File: config.mk
export PLATFORM = sky130hd
export DESIGN_NAME = zmips_boot_loader
export DESIGN_NICKNAME = d
export VERILOG_FILES = /design/src/rtl/zmips_pkg.sv /design/src/rtl/zmips_byte_packer.sv /design/src/rtl/zmips_boot_loader.sv
export SDC_FILE = /design/constraint.sdc
export NUM_CORES = 1
export LEC_CHECK = 0
export CELL_PAD_IN_SITES_DETAIL_PLACEMENT = 1
export CELL_PAD_IN_SITES_GLOBAL_PLACEMENT = 2
export CORE_ASPECT_RATIO = 1.75
export CORE_MARGIN = 2
export CORE_UTILIZATION = 30
export DETAILED_ROUTE_END_ITERATION = 12
export GPL_TIMING_DRIVEN = 0
export PLACE_DENSITY_LB_ADDON = 0.1
export SLEW_MARGIN = 15
export SYNTH_ARGS = -nofsm -noshare
export SYNTH_HDL_FRONTEND = slang
export SYNTH_SLANG_ARGS = --single-unit
File: constraint.sdc
create_clock -name clk -period 2.6 [get_ports clk]
set_clock_uncertainty 0.1 [all_clocks]
set_input_delay 0.26 -clock clk [delete_from_list [all_inputs] [get_ports clk]]
set_output_delay 0.26 -clock clk [all_outputs]
set_load 0.01 [all_outputs]
File: src/rtl/zmips_pkg.sv
// Shared types for the zmips boot path: loader state encoding and frame constants.
package zmips_pkg;

    typedef enum logic [2:0] {
        IDLE,
        LEN_HI,
        LEN_LO,
        DATA,
        CSUM,
        DONE,
        ERROR
    } boot_state_t;

    localparam logic [7:0] BOOT_MAGIC = 8'hA5;

endpackage

File: src/rtl/zmips_byte_packer.sv
// Packs a byte stream MSB-first into 32-bit words; word_valid pulses the cycle after the 4th byte.
module zmips_byte_packer (
    input  logic        clk,
    input  logic        rst,
    input  logic [7:0]  data_byte,
    input  logic        push,
    input  logic        clear,
    output logic [31:0] word,
    output logic        word_valid
);

    logic [1:0] cnt;

    always_ff @(posedge clk or posedge rst) begin
        if (rst) begin
            cnt        <= '0;
            word       <= '0;
            word_valid <= 1'b0;
        end else begin
            word_valid <= push && (cnt == 2'd3);
            if (clear) begin
                cnt <= '0;
            end else if (push) begin
                word <= {word[23:0], data_byte};
                cnt  <= cnt + 2'd1;
            end
        end
    end

endmodule

File: src/rtl/zmips_boot_loader.sv
// Boot loader: parses MAGIC/LEN/data/CSUM frames, writes instruction memory, then releases the core.
// Stream handshake: a byte moves on a cycle where in_valid and in_ready are both high; nothing else consumes it.
module zmips_boot_loader
    import zmips_pkg::*;
#(
    parameter int IM_DEPTH = 4096,
    parameter int AW       = $clog2(IM_DEPTH),
    parameter int TIMEOUT  = 1000000
) (
    input  logic          clk,
    input  logic          rst,
    input  logic [7:0]    in_data,
    input  logic          in_valid,
    output logic          in_ready,
    output logic          im_we,
    output logic [AW-1:0] im_addr,
    output logic [31:0]   im_wdata,
    output logic          cpu_rst,
    output logic          busy,
    output logic          err
);

    localparam int              IW         = $clog2(TIMEOUT + 1);
    localparam logic [16:0]     MAX_LEN    = 17'(IM_DEPTH);
    localparam logic [IW-1:0]   IDLE_LIMIT = IW'(TIMEOUT - 1);

    boot_state_t     state, state_nxt;
    logic [15:0]     len;
    logic [15:0]     len_full;
    logic [AW-1:0]   word_cnt;
    logic [1:0]      byte_idx;
    logic [7:0]      csum;
    logic [IW-1:0]   idle_cnt;
    logic            xfer;
    logic            timed_out;
    logic            last_byte;
    logic [31:0]     packed_word;
    logic            word_valid;

    assign xfer      = in_valid & in_ready;
    assign len_full  = {len[15:8], in_data};
    assign timed_out = busy && !xfer && (idle_cnt == IDLE_LIMIT);
    // The frame leaves DATA on the last data byte itself, so a CSUM byte arriving
    // while the final word is still being written is never mistaken for data.
    assign last_byte = (byte_idx == 2'd3) && (16'(word_cnt) == len - 16'd1);

    always_ff @(posedge clk or posedge rst) begin
        if (rst) state <= IDLE;
        else     state <= state_nxt;
    end

    always_comb begin
        state_nxt = state;
        case (state)
            IDLE, ERROR: if (xfer && in_data == BOOT_MAGIC) state_nxt = LEN_HI;
            LEN_HI:      if (xfer) state_nxt = LEN_LO;
            LEN_LO: begin
                if (xfer) begin
                    if ({1'b0, len_full} > MAX_LEN) state_nxt = ERROR;
                    else if (len_full == 16'd0)     state_nxt = CSUM;
                    else                            state_nxt = DATA;
                end
            end
            DATA:        if (xfer && last_byte) state_nxt = CSUM;
            CSUM:        if (xfer) state_nxt = (in_data == csum) ? DONE : ERROR;
            DONE:        state_nxt = DONE;
            default:     state_nxt = IDLE;
        endcase
        if (timed_out) state_nxt = ERROR;
    end

    always_ff @(posedge clk or posedge rst) begin
        if (rst) begin
            len      <= '0;
            csum     <= '0;
            word_cnt <= '0;
            byte_idx <= '0;
            idle_cnt <= '0;
        end else begin
            if (xfer || !busy) idle_cnt <= '0;
            else               idle_cnt <= idle_cnt + 1'b1;
            if (word_valid) word_cnt <= word_cnt + 1'b1;
            if (xfer) begin
                case (state)
                    IDLE, ERROR: if (in_data == BOOT_MAGIC) csum <= '0;
                    LEN_HI: begin
                        len[15:8] <= in_data;
                        csum      <= csum + in_data;
                    end
                    LEN_LO: begin
                        len[7:0]  <= in_data;
                        csum      <= csum + in_data;
                        word_cnt  <= '0;
                        byte_idx  <= '0;
                    end
                    DATA: begin
                        csum      <= csum + in_data;
                        byte_idx  <= byte_idx + 2'd1;
                    end
                    default: ;
                endcase
            end
        end
    end

    zmips_byte_packer u_packer (
        .clk        (clk),
        .rst        (rst),
        .data_byte  (in_data),
        .push       (xfer && state == DATA),
        .clear      (state != DATA),
        .word       (packed_word),
        .word_valid (word_valid)
    );

    assign in_ready = (state != DONE);
    assign cpu_rst  = (state != DONE);
    assign err      = (state == ERROR);
    assign busy     = (state == LEN_HI) || (state == LEN_LO) || (state == DATA) || (state == CSUM);
    assign im_we    = word_valid;
    assign im_addr  = word_cnt;
    assign im_wdata = packed_word;

endmodule

==> implementation parameters, run 1 <==
Parameter                              Value

Layout
  Antenna cells ... 0
  Most common library cell in the layout ignoring fill and taps ... dfrtp_1
  Share of cells above drive strength 1 ... 0.202
  Synthesis-to-finish area growth ... 27.9%
  Number of nets in the finished design ... 558
  Most frequent cells in the layout ... 88 x dfrtp_1, 57 x clkdlybuf4s50_1, 46 x nor2_1

Floorplan
  Effective utilization at floorplan ... 0.304
  Total number of placement rows ... 62
  IO Count ... 60
  Die area ... 0.0175 sq mm
  Die span in x ... 101 um
  Core box area ... 0.0162 sq mm
  Die Span Y ... 173 um

Global routing
  Total gr overflow ... 0
  Wire length of the first global-routing pass ... 22600 um
  Initial antenna violation count ... 0
  All-layer global routing usage ... 0.166
  Vias in the first global route ... 4211
  Maximum number of pins on one net before global-route repair ... 34

Clock tree
  H-tree level count ... 3
  CTS tree ... built
  CTS clock-pin slew for the worst setup and hold paths ... 0.08 ns
  TritonCTS buffer count ... 9
  Number of clock sinks ... 96
  Hold-fix buffers at CTS ... 0
  Clock latency reported for the late side of the worst-skew pair ... 0.35 ns
  Maximum count of clock buffers along a single path ... 2
  Clock root buffer ... clkbuf_16

Detailed routing
  Router iterations before antenna repair ... 6
  WL/cell ... 18.5 um
  Routed vias ... 3769
  Total wire length ... 13500 um
  Remaining antenna violation count after routing ... 0
  Drc violations ... 0
  Number of DRC markers after the initial detailed-route iteration ... 75
  Via density per instance ... 5.16

Hold path
  Kind of path behind the tightest hold check ... primary input to async pin

STA
  Final worst path period share ... 1.10
  Worst slew slack as a fraction of its limit ... 0.473
  Slew at the pin closest to its max-slew limit ... 0.787 ns
  Final-report hold violation count ... 0
  Count of pins over their slew limit ... 0
  Clock period minus final worst setup slack ... 2.86 ns
  Final WS setup ... -0.260 ns
  Final TNS setup ... -0.693 ns
  Highest Clock Rate ... 350 MHz
  Final-report setup violation count ... 3
  Unrepaired setup endpoints after global routing ... true

Setup path
  Maximum fanout along the worst path ... 5
  Data arrival time of the critical path ... 3.01 ns
  Type of destination of the critical path ... register
  Start-to-end type of the worst setup path ... primary input to register
  Required time worst endpoint ... 2.75 ns
  Element type at the critical path start ... primary input

Pwr
  Internal Pwr Total ... 0.00442 W
  Net switching power ... 0.00280 W
  Clock network fraction of design power ... 0.185
  Static leakage power ... 2.65 nW
  Portion of total power attributed to sequential cells ... 0.357
  Power density normalized to cell area ... 1150 mW/mm^2
  Worst vdd ir ... 375 uV
  Sw Share ... 0.388
  Power share of the combinational group ... 0.458

Logic synthesis
  Synthesis warning total ... 0
  Cells taking the most area after synthesis ... dfrtp_1 49%, mux2_2 10%, xor2_1 4.3%
  Flip-flop and latch count after synthesis ... 96
  Async set-reset flop share out of synthesis ... 1.00
  Share of Yosys cell area claimed by the top area cell type ... 0.488
  Register area share after synthesis ... 0.488
  Post-synth net total ... 478
  Leading register cell type out of synthesis ... dfrtp_1
  Post-synthesis instance total ... 454
  Per-instance average area after synthesis ... 10.8 sq um
  Leading area contributor after synthesis ... dfrtp_1
  Area of the mapped netlist ... 0.00492 sq mm
  Post-synth cell types ... 56
  Count of flip-flops with a built-in enable after synthesis ... 0

Place
  Routability congestion estimate from global placement ... 0.801
  Buffers on Ports ... 57
  Final HPWL from detailed placement ... 10300 um
  Setup slack after placement ... -0.758 ns

Flow run
  Max-cap violations ... 0

Outcome
  Failing checks ... setup timing
  Outcome ... finished, violations left
-- power groups by stage --
stage	Sequential [W]	Combinational, W	Clock [W]
after floorplan	0.00256	0.00179	0
after global placement	0.00255	0.00300	0
after detailed placement	0.00258	0.00309	0
after CTS	0.00259	0.00326	0.00140
after global routing	0.00268	0.00362	0.00145
final	0.00258	0.00331	0.00134
-- synth_stat cells, types with 3 or more instances --
cell,instances
dfrtp_1,96
nand3_1,13
inv_1,15
or3_1,5
and3_1,6
nor2b_1,3
or4_4,3
nand4_1,8
and4_1,3
o31ai_1,4
nor3_1,11
clkbuf_1,13
nand2b_1,5
nor4b_1,3
mux2_2,45
a22o_1,6
nand3b_1,4
xnor2_1,23
nor4_1,4
a21oi_1,10
o21ai_0,13
ha_1,12
a21o_1,4
nand2_1,33
a211oi_1,3
xor2_1,24
nor2_1,46
nand4b_1,3
-- registers in the layout, indices dropped and copies added (netlist names) --
register / flops
byte_idx: 2
csum: 8
idle_cnt: 20
im_addr: 12
len: 16
state: 3
u_packer.cnt: 2
u_packer.word: 32
u_packer.word_valid: 1
-- routing by layer --
| metal | vias up | routed length [um] | part of all wire | GRT usage |
|---|---|---|---|---|
| met5 | - | 0 | 0 | 0 |
| met4 | 0 | 465 | 0.034 | 0.0719 |
| met3 | 20 | 283 | 0.021 | 0.0206 |
| met2 | 62 | 7600 | 0.56 | 0.311 |
| met1 | 1915 | 5140 | 0.38 | 0.183 |
| li1 | 1772 | - | - | - |
-- cells by family after synthesis --
group                      Yosys count  share of synthesized area
adders and majority gates           13                     0.0346
buffers and inverters               31                     0.0262
AOI/OAI and AO/OA                   57                     0.0801
and+or+nand+nor                    163                      0.180
xor gates and xnor gates            47                     0.0836
muxes                               47                      0.107
DFF                                 96                      0.488
-- layout make-up --
cell class / count / area, sq um
buffer: 13 / 62.6
clock buffer: 9 / 225
clock inverter: 7 / 73.8
fill: 1780 / 9920
inverter: 15 / 60.1
multi-input combinational: 327 / 2500
sequential: 96 / 2410
tap: 192 / 240
timing repair buffer: 72 / 721
-- through the flow --
step	std cells	hold WS (ns)	util	power, W	area (sq um)
after floorplan	454	0.277	-	0.00434	4940
after global placement	703	0.372	0.355	0.00555	5750
final	731	0.131	0.388	0.00722	6290
after global routing	731	0.171	0.388	0.00775	6290
after detailed placement	706	0.385	0.359	0.00567	5810
after CTS	728	0.135	0.385	0.00726	6240
-- final timing paths --
check | startpoint | end | slack [ns] | cells past startpoint
min in group clk | in_valid | u_packer.cnt[1]$_DFFE_PP0P_ | 0.33 | 3
worst min register to register | idle_cnt[0]$_DFF_PP0_ | idle_cnt[0]$_DFF_PP0_ | 0.39 | 1
worst max-delay path | in_data[1] | state[2]$_DFFE_PP0P_ | -0.26 | 8
worst max register to register | len[2]$_DFFE_PP0P_ | state[2]$_DFFE_PP0P_ | -0.25 | 7
max in group asynchronous | rst | u_packer.word[24]$_DFFE_PP0P_ | 1.36 | 5
worst min-delay path | rst | idle_cnt[18]$_DFF_PP0_ | 0.13 | 2
-- worst max-delay path, stage by stage --
cell and delay (ns):
clkdlybuf4s50_1 0.62, nor4_2 0.57, a2111o_1 0.25, nand4_1 0.11, or4b_4 0.58, nor4b_4 0.30, nor2_2 0.09, o22ai_1 0.22
-- timing repair --
| item | in CTS | in global routing |
|---|---|---|
| gates cloned | 0 | 0 |
| gates resized for setup | 18 | 8 |
| buffers inserted | 7 | 5 |
| endpoints found under the hold margin | 0 | 0 |
| pin swaps | 3 | 2 |
| endpoints found under the setup margin | 13 | 12 |
(Power assumes the default switching activity.)
==> run 2, diff against run 1 <==
- clock period: 2.6 -> 3.16 ns (I/O delays scaled with it)
==> implementation parameters, run 2 (synthesized netlist as in run 1, its figures left out) <==
Parameter                              Value

Outcome
  Outcome ... completed

Layout
  Antenna cells ... 0
  Flip-flop count of the largest register, all copies and words added ... 32
  Final Core Density ... 0.377
  Synthesis-to-finish area growth ... 24.1%
  Most common library cell in the layout ignoring fill and taps ... dfrtp_1
  Fill cell instance count of the final layout ... 1791
  Biggest regs ... u_packer.word: 32 flops, idle_cnt: 20 flops, len: 16 flops
  Largest register by flop count ... u_packer.word
  Share of cells above drive strength 1 ... 0.152
  Most frequent cells in the layout ... 96 x dfrtp_1, 57 x clkdlybuf4s50_1, 46 x nor2_1
  Number of nets in the finished design ... 546

STA
  Final-report setup violation count ... 0
  Final-report hold violation count ... 0
  Worst slew slack as a fraction of its limit ... 0.496
  Final worst path period share ... 0.966
  Slew at the pin closest to its max-slew limit ... 0.753 ns
  Count of pins over their slew limit ... 0
  Unrepaired setup endpoints after global routing ... false
  Final Hold Slack ... 0.215 ns
  Clock period minus final worst setup slack ... 3.05 ns
  Highest Clock Rate ... 328 MHz
  Final TNS setup ... 0 ns

Clock tree
  CTS resizes ... 3
  CTS tree ... built
  Number of clock sinks ... 96
  Hold-fix buffers at CTS ... 0
  Clock latency reported for the late side of the worst-skew pair ... 0.35 ns
  CTS clock-pin slew for the worst setup and hold paths ... 0.08 ns
  Post-CTS setup-driven buffer insertion count ... 0
  Clock root buffer ... clkbuf_16
  Maximum count of clock buffers along a single path ... 2
  H-tree level count ... 3
  TritonCTS buffer count ... 9

Pwr
  Worst vdd ir ... 312 uV
  Power share of the combinational group ... 0.432
  Internal Pwr Total ... 0.00357 W
  Sum of internal, switching and leakage power ... 0.00573 W
  Power density normalized to cell area ... 938 mW/mm^2
  Static leakage power ... 2.58 nW
  Sw Share ... 0.377
  Portion of total power attributed to sequential cells ... 0.370
  Net switching power ... 0.00216 W
  Clock network fraction of design power ... 0.197

Detailed routing
  Total wire length ... 13100 um
  Router iterations before antenna repair ... 4
  Via density per instance ... 5.11
  Remaining antenna violation count after routing ... 0
  Drc violations ... 0
  Routed vias ... 3673
  WL/cell ... 18.2 um
  Number of DRC markers after the initial detailed-route iteration ... 56

Setup path
  Data arrival time of the critical path ... 3.18 ns
  Type of destination of the critical path ... register
  Required time worst endpoint ... 3.29 ns
  Maximum fanout along the worst path ... 7
  Element type at the critical path start ... register
  Start-to-end type of the worst setup path ... register to register

Floorplan
  Core box area ... 0.0162 sq mm
  Die area ... 0.0175 sq mm
  Die span in x ... 101 um
  IO Count ... 60
  Die Span Y ... 173 um
  Total number of placement rows ... 62
  Effective utilization at floorplan ... 0.304

Global routing
  All-layer global routing usage ... 0.159
  Total gr overflow ... 0
  Wire length of the first global-routing pass ... 21600 um
  Initial antenna violation count ... 0
  Vias in the first global route ... 4079
  Maximum number of pins on one net before global-route repair ... 69

Flow run
  Max-cap violations ... 0

Place
  Final HPWL from detailed placement ... 9910 um
  Buffers on Ports ... 57
  Routability congestion estimate from global placement ... 0.779

Hold path
  Kind of path behind the tightest hold check ... primary input to async pin
[run 2: changes by cell type in the layout (fill, tap and decap cells not counted), moves of 2 or more]
cell,delta
buf_4,-12
dfrtp_1,+8
dfrtp_2,-8
buf_12,-3
clkbuf_1,+3
clkinvlp_4,-3
clkbuf_2,-2
clkinv_2,+2
inv_6,+2
inv_8,-2
[run 2: final timing paths]
check                      depth (start not counted)             startpoint  slack, ns                            end
setup / recovery                                   7     len[8]$_DFFE_PP0P_       0.11           state[0]$_DFFE_PP0P_
hold / removal                                     2                    rst       0.22  u_packer.word[30]$_DFFE_PP0P_
setup reg to reg                                   7     len[8]$_DFFE_PP0P_       0.11           state[0]$_DFFE_PP0P_
hold reg to reg                                    1  idle_cnt[0]$_DFF_PP0_       0.39          idle_cnt[0]$_DFF_PP0_
max in group asynchronous                          3                    rst       2.09             len[2]$_DFFE_PP0P_
min in group clk                                   1  idle_cnt[0]$_DFF_PP0_       0.39          idle_cnt[0]$_DFF_PP0_
[run 2: critical path, cell delays in order, from the launching register on]
cell     delay [ns]
dfrtp_1        0.47
or4_4          0.59
o41ai_2        0.37
o31ai_1        0.18
or4b_4         0.57
nor4b_4        0.37
nor2_2         0.08
a21o_1         0.19
[run 2: layout make-up]
cell class              count  area [sq um]  area share
multi-input cells         327          2440       0.399
flip-flops and latches     96          2400       0.393
repair buffers             58           598      0.0979
well taps                 192           240      0.0393
clock buffers               9           225      0.0369
clock inverters             7          77.6      0.0127
plain buffers              15          68.8      0.0113
inverters                  15          61.3      0.0100
[run 2: power by group through the flow]
| stage | combinational (W) | sequential [W] | clock [W] |
|---|---|---|---|
| 6_report | 0.00248 | 0.00212 | 0.00113 |
| 5_1_grt | 0.00273 | 0.00221 | 0.00123 |
| 4_1_cts | 0.00251 | 0.00213 | 0.00118 |
| 3_5_place_dp | 0.00250 | 0.00212 | 0 |
| 3_3_place_gp | 0.00245 | 0.00210 | 0 |
| 2_1_floorplan | 0.00146 | 0.00210 | 0 |
[run 2: stage by stage]
stage	setup WS (ns)	cell area [sq um]	instances
floorplan	0.239	4920	454
global placement	-1.51	5730	703
detailed placement	-0.336	5770	704
CTS	0.0150	6090	719
global route	0.000331	6110	719
finish	0.109	6110	719
[run 2: metal layers]
| metal | share of wire | up-vias | GRT usage |
|---|---|---|---|
| met2 | 0.56 | 56 | 0.301 |
| met3 | 0.022 | 9 | 0.0262 |
| met5 | 0 | - | 0 |
| li1 | - | 1750 | - |
| met4 | 0.018 | 0 | 0.0514 |
| met1 | 0.40 | 1858 | 0.173 |
==> run 3, diff against run 2 <==
- CORE_MARGIN: 2 -> 5
- CTS_CLUSTER_SIZE: unset -> 30
- clock period: 3.16 -> 2.64 ns (I/O delays scaled with it)
==> implementation parameters, run 3 (synthesized netlist as in run 1, its figures left out) <==
Parameter                              Value

Global routing
  Maximum number of pins on one net before global-route repair ... 36
  Met2 demand-to-capacity share in global routing ... 0.285
  Vias in the first global route ... 4119
  Initial antenna violation count ... 0
  Wire length of the first global-routing pass ... 21700 um
  Met1 routing resource usage after global routing ... 0.148
  Highest-utilization routing layer at the global route stage ... met2
  Met3 track demand over resource in global routing ... 0.0262
  Total gr overflow ... 0
  All-layer global routing usage ... 0.145

Floorplan
  Core box area ... 0.0163 sq mm
  IO Count ... 60
  Die span in x ... 107 um
  Die Span Y ... 179 um
  Die area ... 0.0192 sq mm
  Effective utilization at floorplan ... 0.302
  Total number of placement rows ... 62

Layout
  Finished layout cell area ... 0.00630 sq mm
  Largest register by flop count ... u_packer.word
  Most common library cell in the layout ignoring fill and taps ... dfrtp_1
  Synthesis-to-finish area growth ... 28.1%
  Antenna cells ... 0
  Number of nets in the finished design ... 559
  Share of cells above drive strength 1 ... 0.204
  Biggest regs ... u_packer.word: 32 flops, idle_cnt: 20 flops, len: 16 flops
  Most frequent cells in the layout ... 90 x dfrtp_1, 57 x clkdlybuf4s50_1, 46 x nor2_1
  Flip-flop count of the largest register, all copies and words added ... 32

Detailed routing
  Drc violations ... 0
  Number of DRC markers after the initial detailed-route iteration ... 63
  Via density per instance ... 5.13
  Total wire length ... 13500 um
  Router iterations before antenna repair ... 4
  Routed vias ... 3758
  WL/cell ... 18.5 um
  Remaining antenna violation count after routing ... 0

Setup path
  Data arrival time of the critical path ... 2.99 ns
  Cells on worst reg2reg path ... 7
  Max incr delay on CP ... 0.58 ns
  Element type at the critical path start ... register
  Maximum fanout along the worst path ... 3
  Type of destination of the critical path ... register
  Worst setup path startpoint ... len[9]$_DFFE_PP0P_
  Buffering stage count on the worst path with inverters included ... 0
  Critical path capture point ... state[1]$_DFFE_PP0P_
  Cell with the largest stage delay on the worst path ... or4_4
  Start-to-end type of the worst setup path ... register to register
  Endpoint of the worst-slack reg-to-reg timing path ... state[1]$_DFFE_PP0P_
  Crit-path leading delay family ... simple AND/OR/NAND/NOR gates
  Launching point of the worst reg2reg path ... len[9]$_DFFE_PP0P_
  R2R setup slack ... -0.22 ns
  Cell Chain, Critical Path ... or4_4 -> o41ai_4 -> o31ai_2 -> or4b_4 -> nor4b_4 -> o21ai_1 -> o2bb2ai_1
  Required time worst endpoint ... 2.77 ns
  Critical path depth in cells ... 7

Clock tree
  Maximum count of clock buffers along a single path ... 2
  Clock root buffer ... clkbuf_16
  CTS clock-pin slew for the worst setup and hold paths ... 0.08 ns
  Number of clock sinks ... 96
  Hold-fix buffers at CTS ... 0
  TritonCTS buffer count ... 9
  H-tree level count ... 3
  Clock latency reported for the late side of the worst-skew pair ... 0.35 ns
  CTS tree ... built

Pwr
  Power density normalized to cell area ... 1130 mW/mm^2
  Worst vdd ir ... 396 uV
  Static leakage power ... 2.67 nW

STA
  Clock period minus final worst setup slack ... 2.86 ns
  Final Hold Slack ... 0.159 ns
  Final worst path period share ... 1.08
  Worst slew slack as a fraction of its limit ... 0.478
  Unrepaired setup endpoints after global routing ... true
  Count of pins over their slew limit ... 0
  Final-report setup violation count ... 3
  Final-report hold violation count ... 0
  Final WS setup ... -0.221 ns
  Slew at the pin closest to its max-slew limit ... 0.779 ns
  Highest Clock Rate ... 349 MHz

Place
  Routability congestion estimate from global placement ... 0.847
  Final HPWL from detailed placement ... 10400 um
  Buffers on Ports ... 57
  Area after DPL ... 0.00581 sq mm

Hold path
  Kind of path behind the tightest hold check ... primary input to async pin

Outcome
  Outcome ... finished, violations left
  Failing checks ... setup timing

Flow run
  Max-cap violations ... 0
-- run 3: worst min-delay path by stage --
| stage | start | endpoint | slack [ns] | cells after the start |
|---|---|---|---|---|
| floorplan | in_data[0] | len[0]$_DFFE_PP0P_ | 0.28 | 2 |
| global placement | byte_idx[1]$_DFFE_PP0P_ | byte_idx[1]$_DFFE_PP0P_ | 0.37 | 2 |
| detailed placement | idle_cnt[0]$_DFF_PP0_ | idle_cnt[0]$_DFF_PP0_ | 0.39 | 1 |
| CTS | rst | u_packer.cnt[0]$_DFFE_PP0P_ | 0.16 | 2 |
| global route | rst | idle_cnt[16]$_DFF_PP0_ | 0.18 | 2 |
| finish | rst | u_packer.cnt[0]$_DFFE_PP0P_ | 0.16 | 2 |
-- run 3: area by class of cell --
cell class	count	area [sq um]
Clock buffer	9	225
Fill cell	1790	9990
Buffer	14	63.8
Sequential cell	96	2410
Tap cell	192	240
Timing Repair Buffer	72	728
Multi-Input combinational cell	327	2510
Clock inverter	7	68.8
Inverter	15	60.1
-- run 3: worst reg2reg max path, cell delays in order (launching register included) --
cell and delay (ns):
dfrtp_2 0.41, or4_4 0.58, o41ai_4 0.41, o31ai_2 0.15, or4b_4 0.51, nor4b_4 0.31, o21ai_1 0.12, o2bb2ai_1 0.14
-- run 3: routing by layer --
metal,share of wire,up-vias
li1,-,1777
met1,0.37,1908
met2,0.58,55
met3,0.022,18
met4,0.028,0
met5,0,-
-- run 3: report_power, final --
group          internal [W]  switching (W)  leakage [nW]
combinational       0.00170        0.00155          1.27
clock              0.000670       0.000651         0.146
sequential          0.00198       0.000543          1.26
total               0.00436        0.00274          2.67
-- run 3: per-stage QoR --
stage / total power, W / setup slack (ns) / utilization / cells / TNS (ns)
after detailed placement: 0.00556 / -0.779 / 0.357 / 706 / -4.98
after global placement: 0.00545 / -0.802 / 0.352 / 703 / -5.45
after CTS: 0.00713 / -0.330 / 0.382 / 728 / -0.978
final: 0.00710 / -0.221 / 0.387 / 732 / -0.636
after global routing: 0.00760 / -0.347 / 0.387 / 732 / -0.947
after floorplan: 0.00427 / 0.0115 / - / 454 / 0
-- run 3: what timing repair did --
action,4_1_cts,5_1_grt
buffers inserted,7,5
pin swaps,8,6
setup endpoints to repair,13,20
gates resized for setup,17,13
==> patch 1, RTL diff (flow settings as in run 3) <==
Encoding of `boot_state_t`: now one-hot (7 bits for 7 states).
--- a/src/rtl/zmips_pkg.sv
+++ b/src/rtl/zmips_pkg.sv
@@ -1,14 +1,14 @@
 // Shared types for the zmips boot path: loader state encoding and frame constants.
 package zmips_pkg;
 
-    typedef enum logic [2:0] {
-        IDLE,
-        LEN_HI,
-        LEN_LO,
-        DATA,
-        CSUM,
-        DONE,
-        ERROR
+    typedef enum logic [6:0] {
+        IDLE   = 7'b0000001,
+        LEN_HI = 7'b0000010,
+        LEN_LO = 7'b0000100,
+        DATA   = 7'b0001000,
+        CSUM   = 7'b0010000,
+        DONE   = 7'b0100000,
+        ERROR  = 7'b1000000
     } boot_state_t;
 
     localparam logic [7:0] BOOT_MAGIC = 8'hA5;
Formal check against the unedited RTL: same outputs for any inputs over 4 cycles, from zero or initial values and one cycle with rst high; so few cycles prove little.
==> patch 1 against run 3 <==
  * The run still ends with negative setup slack left
  * Core utilization rose by 0.83 points
  * Fmax rose by 7.8%
  * Largest power group unchanged
  * First-iteration DRC count rose by 38%
  * Sequential share of layout area fell by 1.5 points
  * Wire length rose by 16%
  * Synthesized area rose by 6.1%
  * Sequential cell count rose by 4
  * Setup slack improved by 0.21 ns
  * Power rose by 0.18%
  * Design area rose by 8.5%
  * Via count rose by 15%
  * Synthesized cell count rose by 22%
==> patch 1: results (changes against run 3) <==
Final setup fails = 1 (-2)
Synth warnings = 0 (unchanged)
Final hold slack = 0.132 ns (-0.0262 ns)
Met3 usage = 2.03% (-0.59 points)
Async set-reset flop share out of synthesis = 100% (unchanged)
Vias per Instance = 4.95 (-3.5%)
Met2 Resource Use GR = 31.4% (+2.9 points)
Multiplexer share of the synthesized area = 3.64% (-7.1 points)
Register share of the cell area = 36.7% (-1.5 points)
Routability cong. = 0.741 (-12%)
GRT met1 Usage = 16.3% (+1.5 points)
Crit path max fanout = 5 (+2)
Initial drt markers = 87 (+38%)
Failing checks = negative setup slack
GRT Util Overall = 15.9% (+1.4 points)
Synth cell count leaders = nand2_1 (118), dfrtp_1 (99), nor2_1 (52)
Final WS setup = -0.0151 ns (+0.206 ns)
Ranking of synthesized cells by area = dfrtp_1 (47%), nand2_1 (8.5%), xnor2_1 (4.2%)
Number of clock buffers in the layout = 10 (+1)
Clk tree area frac = 4.59% (-0.071 points)
#MultiIn Comb = 416 (+27%)
Inst Count DP = 847 (+20%)
Pwr per Cell Area = 1040 nW/um^2 (-7.6%)
Slew @ Worst Pin = 0.856 ns (+0.0774 ns)
Synth cell types = 60 (+7.1%)
Adder and majority gate portion of the synthesized area = 3.26% (-0.20 points)
Non-Filler Instances = 875 (+20%)
First-pass GRT wire length = 24,900 um (+15%)
FF+latch count = 100 (+4.2%)
Share of layout cells above drive strength 1 = 16.8% (-3.6 points)
Buffering overhead = 12.7% (+0.14 points)
Syn Nets = 579 (+21%)
Layout Nets = 663 (+19%)
Non-clock inverter count = 17 (+2)
Fraction of area in multi-input gates = 40.8% (+0.98 points)
Internal = 4.38 mW (+0.53%)
Largest net degree at the start of global routing = 35 (-2.8%)
Fill count = 2,019 (+13%)
Hpwl dp = 11,900 um (+15%)
Buffers excl. clock = 95 (+10%)
Critical Path AT = 2.78 ns (-0.21 ns)
DR WL met2 = 9130 um (+16%)
Post-synthesis sequential area ratio = 48.0% (-0.85 points)
Reg2Reg Capture Point = state[6]$_DFFE_PP0P_
Syn Std Cell Area = 5220 um^2 (+6.1%)
Routed len/inst = 17.9 um (-3.1%)
Post-synthesis compound-gate area fraction = 9.90% (+1.9 points)
Place WS = -0.806 ns (-0.0261 ns)
IO buf count = 58 (+1.8%)
Syn avg cell area = 9.41 um^2 (-13%)
Vias in the first global route = 4,778 (+16%)
Metal-1 WL = 5770 um (+16%)
Peak VDD IR = 0.000427 V (+7.9%)
Pleak = 2.97 nW (+11%)
Run status = finished with violations
Met3 Routed Length = 320 um (+7.0%)
R2R Path Start = state[3]$_DFFE_PP0P_
Reg clk slew, reported paths = 0.07 ns
Post-DP Area = 6160 um^2 (+6.0%)
patch 1: changes by cell type after synthesis, moves of 3 or more:
cell and change:
nand3b_1 -3, nand4b_1 -3, nand4_1 +5, o211a_1 +4
nand3_1 +11, mux2_2 -33, dfrtp_1 +3, nor4_1 +7
nand2_1 +85, clkbuf_1 +8, nor2_1 +6
patch 1: power by group through the flow:
stage	Combinational [mW]	Sequential, mW	Clock, mW
3_5_place_dp	2.79	2.62	0
5_1_grt	3.30	2.75	1.53
6_report	3.03	2.66	1.42
2_1_floorplan	1.51	2.62	0
3_3_place_gp	2.70	2.60	0
4_1_cts	2.96	2.63	1.47
patch 1: worst max-delay path: cells and delay by family (launching register included):
| kind | cells | cell delay, ns |
|---|---|---|
| AOI/OAI and AO/OA | 2 | 0.54 |
| and+or+nand+nor | 3 | 1.03 |
| DFF | 1 | 0.40 |
| muxes | 1 | 0.31 |
| buffers and inverters | 1 | 0.15 |
patch 1: logic make-up after synthesis:
kind of cell / after synthesis
flip-flops: 100
buffers and inverters: 40
AND/OR/NAND/NOR: 268
adder cells (fa/ha/maj): 13
AO/OA/AOI/OAI: 69
multiplexers: 17
XOR/XNOR: 48
patch 1: repair_timing:
| item | 4_1_cts | 5_1_grt |
|---|---|---|
| pin swaps | 11 | 12 |
| setup endpoints to repair | 84 | 65 |
| cloned | 0 | 1 |
| buffers inserted | 10 | 9 |
| gates resized for setup | 43 | 23 |
patch 1: stage by stage:
stage / total power, mW / setup TNS, ns
after global placement: 5.30 / -48.17
after CTS: 7.07 / -0.646
after floorplan: 4.13 / -0.367
after global routing: 7.58 / -0.105
after detailed placement: 5.41 / -41.27
final: 7.11 / -0.0151
==> patch 2, RTL diff (settings of run 3) <==
Without the edit above. The parameter `TIMEOUT` goes from 1000000 to 500000.
--- a/src/rtl/zmips_boot_loader.sv
+++ b/src/rtl/zmips_boot_loader.sv
@@ -5,7 +5,7 @@
 #(
     parameter int IM_DEPTH = 4096,
     parameter int AW       = $clog2(IM_DEPTH),
-    parameter int TIMEOUT  = 1000000
+    parameter int TIMEOUT  = 500000
 ) (
     input  logic          clk,
     input  logic          rst,
Function: no difference found for any inputs over 4 cycles, from zero or initial values and one cycle with rst high; that may be too few to reach the edited logic, so the function may still have changed.
==> patch 2 against run 3 <==
  * Global-route usage is 0.74 points higher
  * Wire length is 4.2% higher
  * Setup slack better by 0.33 ns
  * Synthesized area is 1.3% higher
  * Design area is 2.3% higher
  * Sequential cell count is 1 lower
  * Power is 1.9% lower
  * Largest cell class unchanged
  * Critical path depth is 1 higher
  * Synthesized cell count is 4.8% higher
==> patch 2: results (changes against run 3) <==
Met2 Resource Use GR = 30.4% (+2.0 points)
Syn Inst Count = 476 (+4.8%)
Run status = finished clean
Largest net degree at the start of global routing = 24 (-33%)
Sequential power = 2.41 mW (-5%)
Crit path max fanout = 5 (+2)
Pleak = 2.66 nW (-0.54%)
Met3 usage = 2.22% (-0.40 points)
Buffering overhead = 13.6% (+1.0 points)
Share of layout cells above drive strength 1 = 19.6% (-0.72 points)
Register share of the cell area = 36.9% (-1.3 points)
Hpwl dp = 10,900 um (+5.2%)
Fill count = 1,807 (+0.95%)
IO buf count = 58 (+1.8%)
Comb group = 3.24 mW (about the same)
Syn Nets = 500 (+4.6%)
Multi-input gate area = 2550 um^2 (+1.6%)
Clk tree area frac = 4.60% (-0.068 points)
Routability cong. = 0.769 (-9.2%)
Slew @ Worst Pin = 0.798 ns (+0.0190 ns)
Synth cell count leaders = dfrtp_1 (95), nor2_1 (54), mux2_2 (44)
Buffers excl. clock = 91 (+5.8%)
#MultiIn Comb = 346 (+5.8%)
Inst Count DP = 762 (+7.9%)
Non-clock inverter count = 17 (+2)
Routed len/inst = 17.9 um (-3.3%)
Critical Path AT = 2.67 ns (-0.32 ns)
Synth cell types = 54 (-3.6%)
WL final = 14,100 um (+4.2%)
DRT Pass-1 Iters = 3 (-1)
H-tree lvl count = 3 (unchanged)
FF+latch count = 95 (-1.0%)
Tot Pwr = 6.97 mW (-1.9%)
Initial drt markers = 89 (+41%)
Max-cap viol count = 0 (unchanged)
DR WL met2 = 8560 um (+8.6%)
Vias per Instance = 4.90 (-4.5%)
Die Wd = 107 um (+0.60%)
Ranking of synthesized cells by area = dfrtp_1 (48%), mux2_2 (9.9%), xnor2_1 (4.9%)
Number of clock buffers in the layout = 10 (+1)
Switch Pwr = 2.66 mW (-2.9%)
Layout Nets = 584 (+4.5%)
Post-DP Area = 5950 um^2 (+2.5%)
Peak VDD IR = 0.000435 V (+9.7%)
First-pass GRT wire length = 23,200 um (+6.8%)
Largest regs = u_packer.word: 32 flops, idle_cnt: 19 flops, len: 16 flops
patch 2: changes by cell type after synthesis, sizes merged, moves of 4 or more:
cell,delta
a22o,-4
nand2,+8
nor2,+8
nor4,+6
o21ai,+7
xnor2,+5
patch 2: critical path, cell delays in order, from the launching register on:
cell	delay (ns)
dfrtp_2	0.43
or4_4	0.60
nor4_4	0.17
o32ai_2	0.12
a21o_1	0.22
a2111oi_4	0.33
buf_4	0.19
nor2_2	0.06
o21a_1	0.20
patch 2: logic make-up (layout without fill, tap and decap cells):
logic type               count (synthesis)  after routing  share of synthesized area (%)
buffers and inverters                   35            124                           3.41
adder cells (fa/ha/maj)                 13             13                           3.41
AND/OR/NAND/NOR                        175            175                           17.9
multiplexers                            49             49                           10.9
XOR/XNOR                                52             52                           9.13
flip-flops                              95             95                           47.7
AO/OA/AOI/OAI                           57             57                           7.50
patch 2: repair_timing:
item                                    CTS  global route
buffers inserted                          4             7
endpoints found under the setup margin    5            32
hold buffers                              0             0
hold endpoints to repair                  0             0
gates resized for setup                  17            17
pin swaps                                 3            10
patch 2: final timing paths:
path	startpoint	endpoint	slack (ns)	cells after the start
max	len[2]$_DFFE_PP0P_	state[0]$_DFFE_PP0P_	0.10	8
min	rst	im_addr[6]$_DFF_PP0_	0.16	2
max reg2reg	len[2]$_DFFE_PP0P_	state[0]$_DFFE_PP0P_	0.10	8
min reg2reg	idle_cnt[0]$_DFF_PP0_	idle_cnt[0]$_DFF_PP0_	0.39	1
max in group asynchronous	rst	csum[7]$_DFFE_PP0P_	1.44	5
min in group clk	in_data[4]	u_packer.word[4]$_DFFE_PP0P_	0.30	2
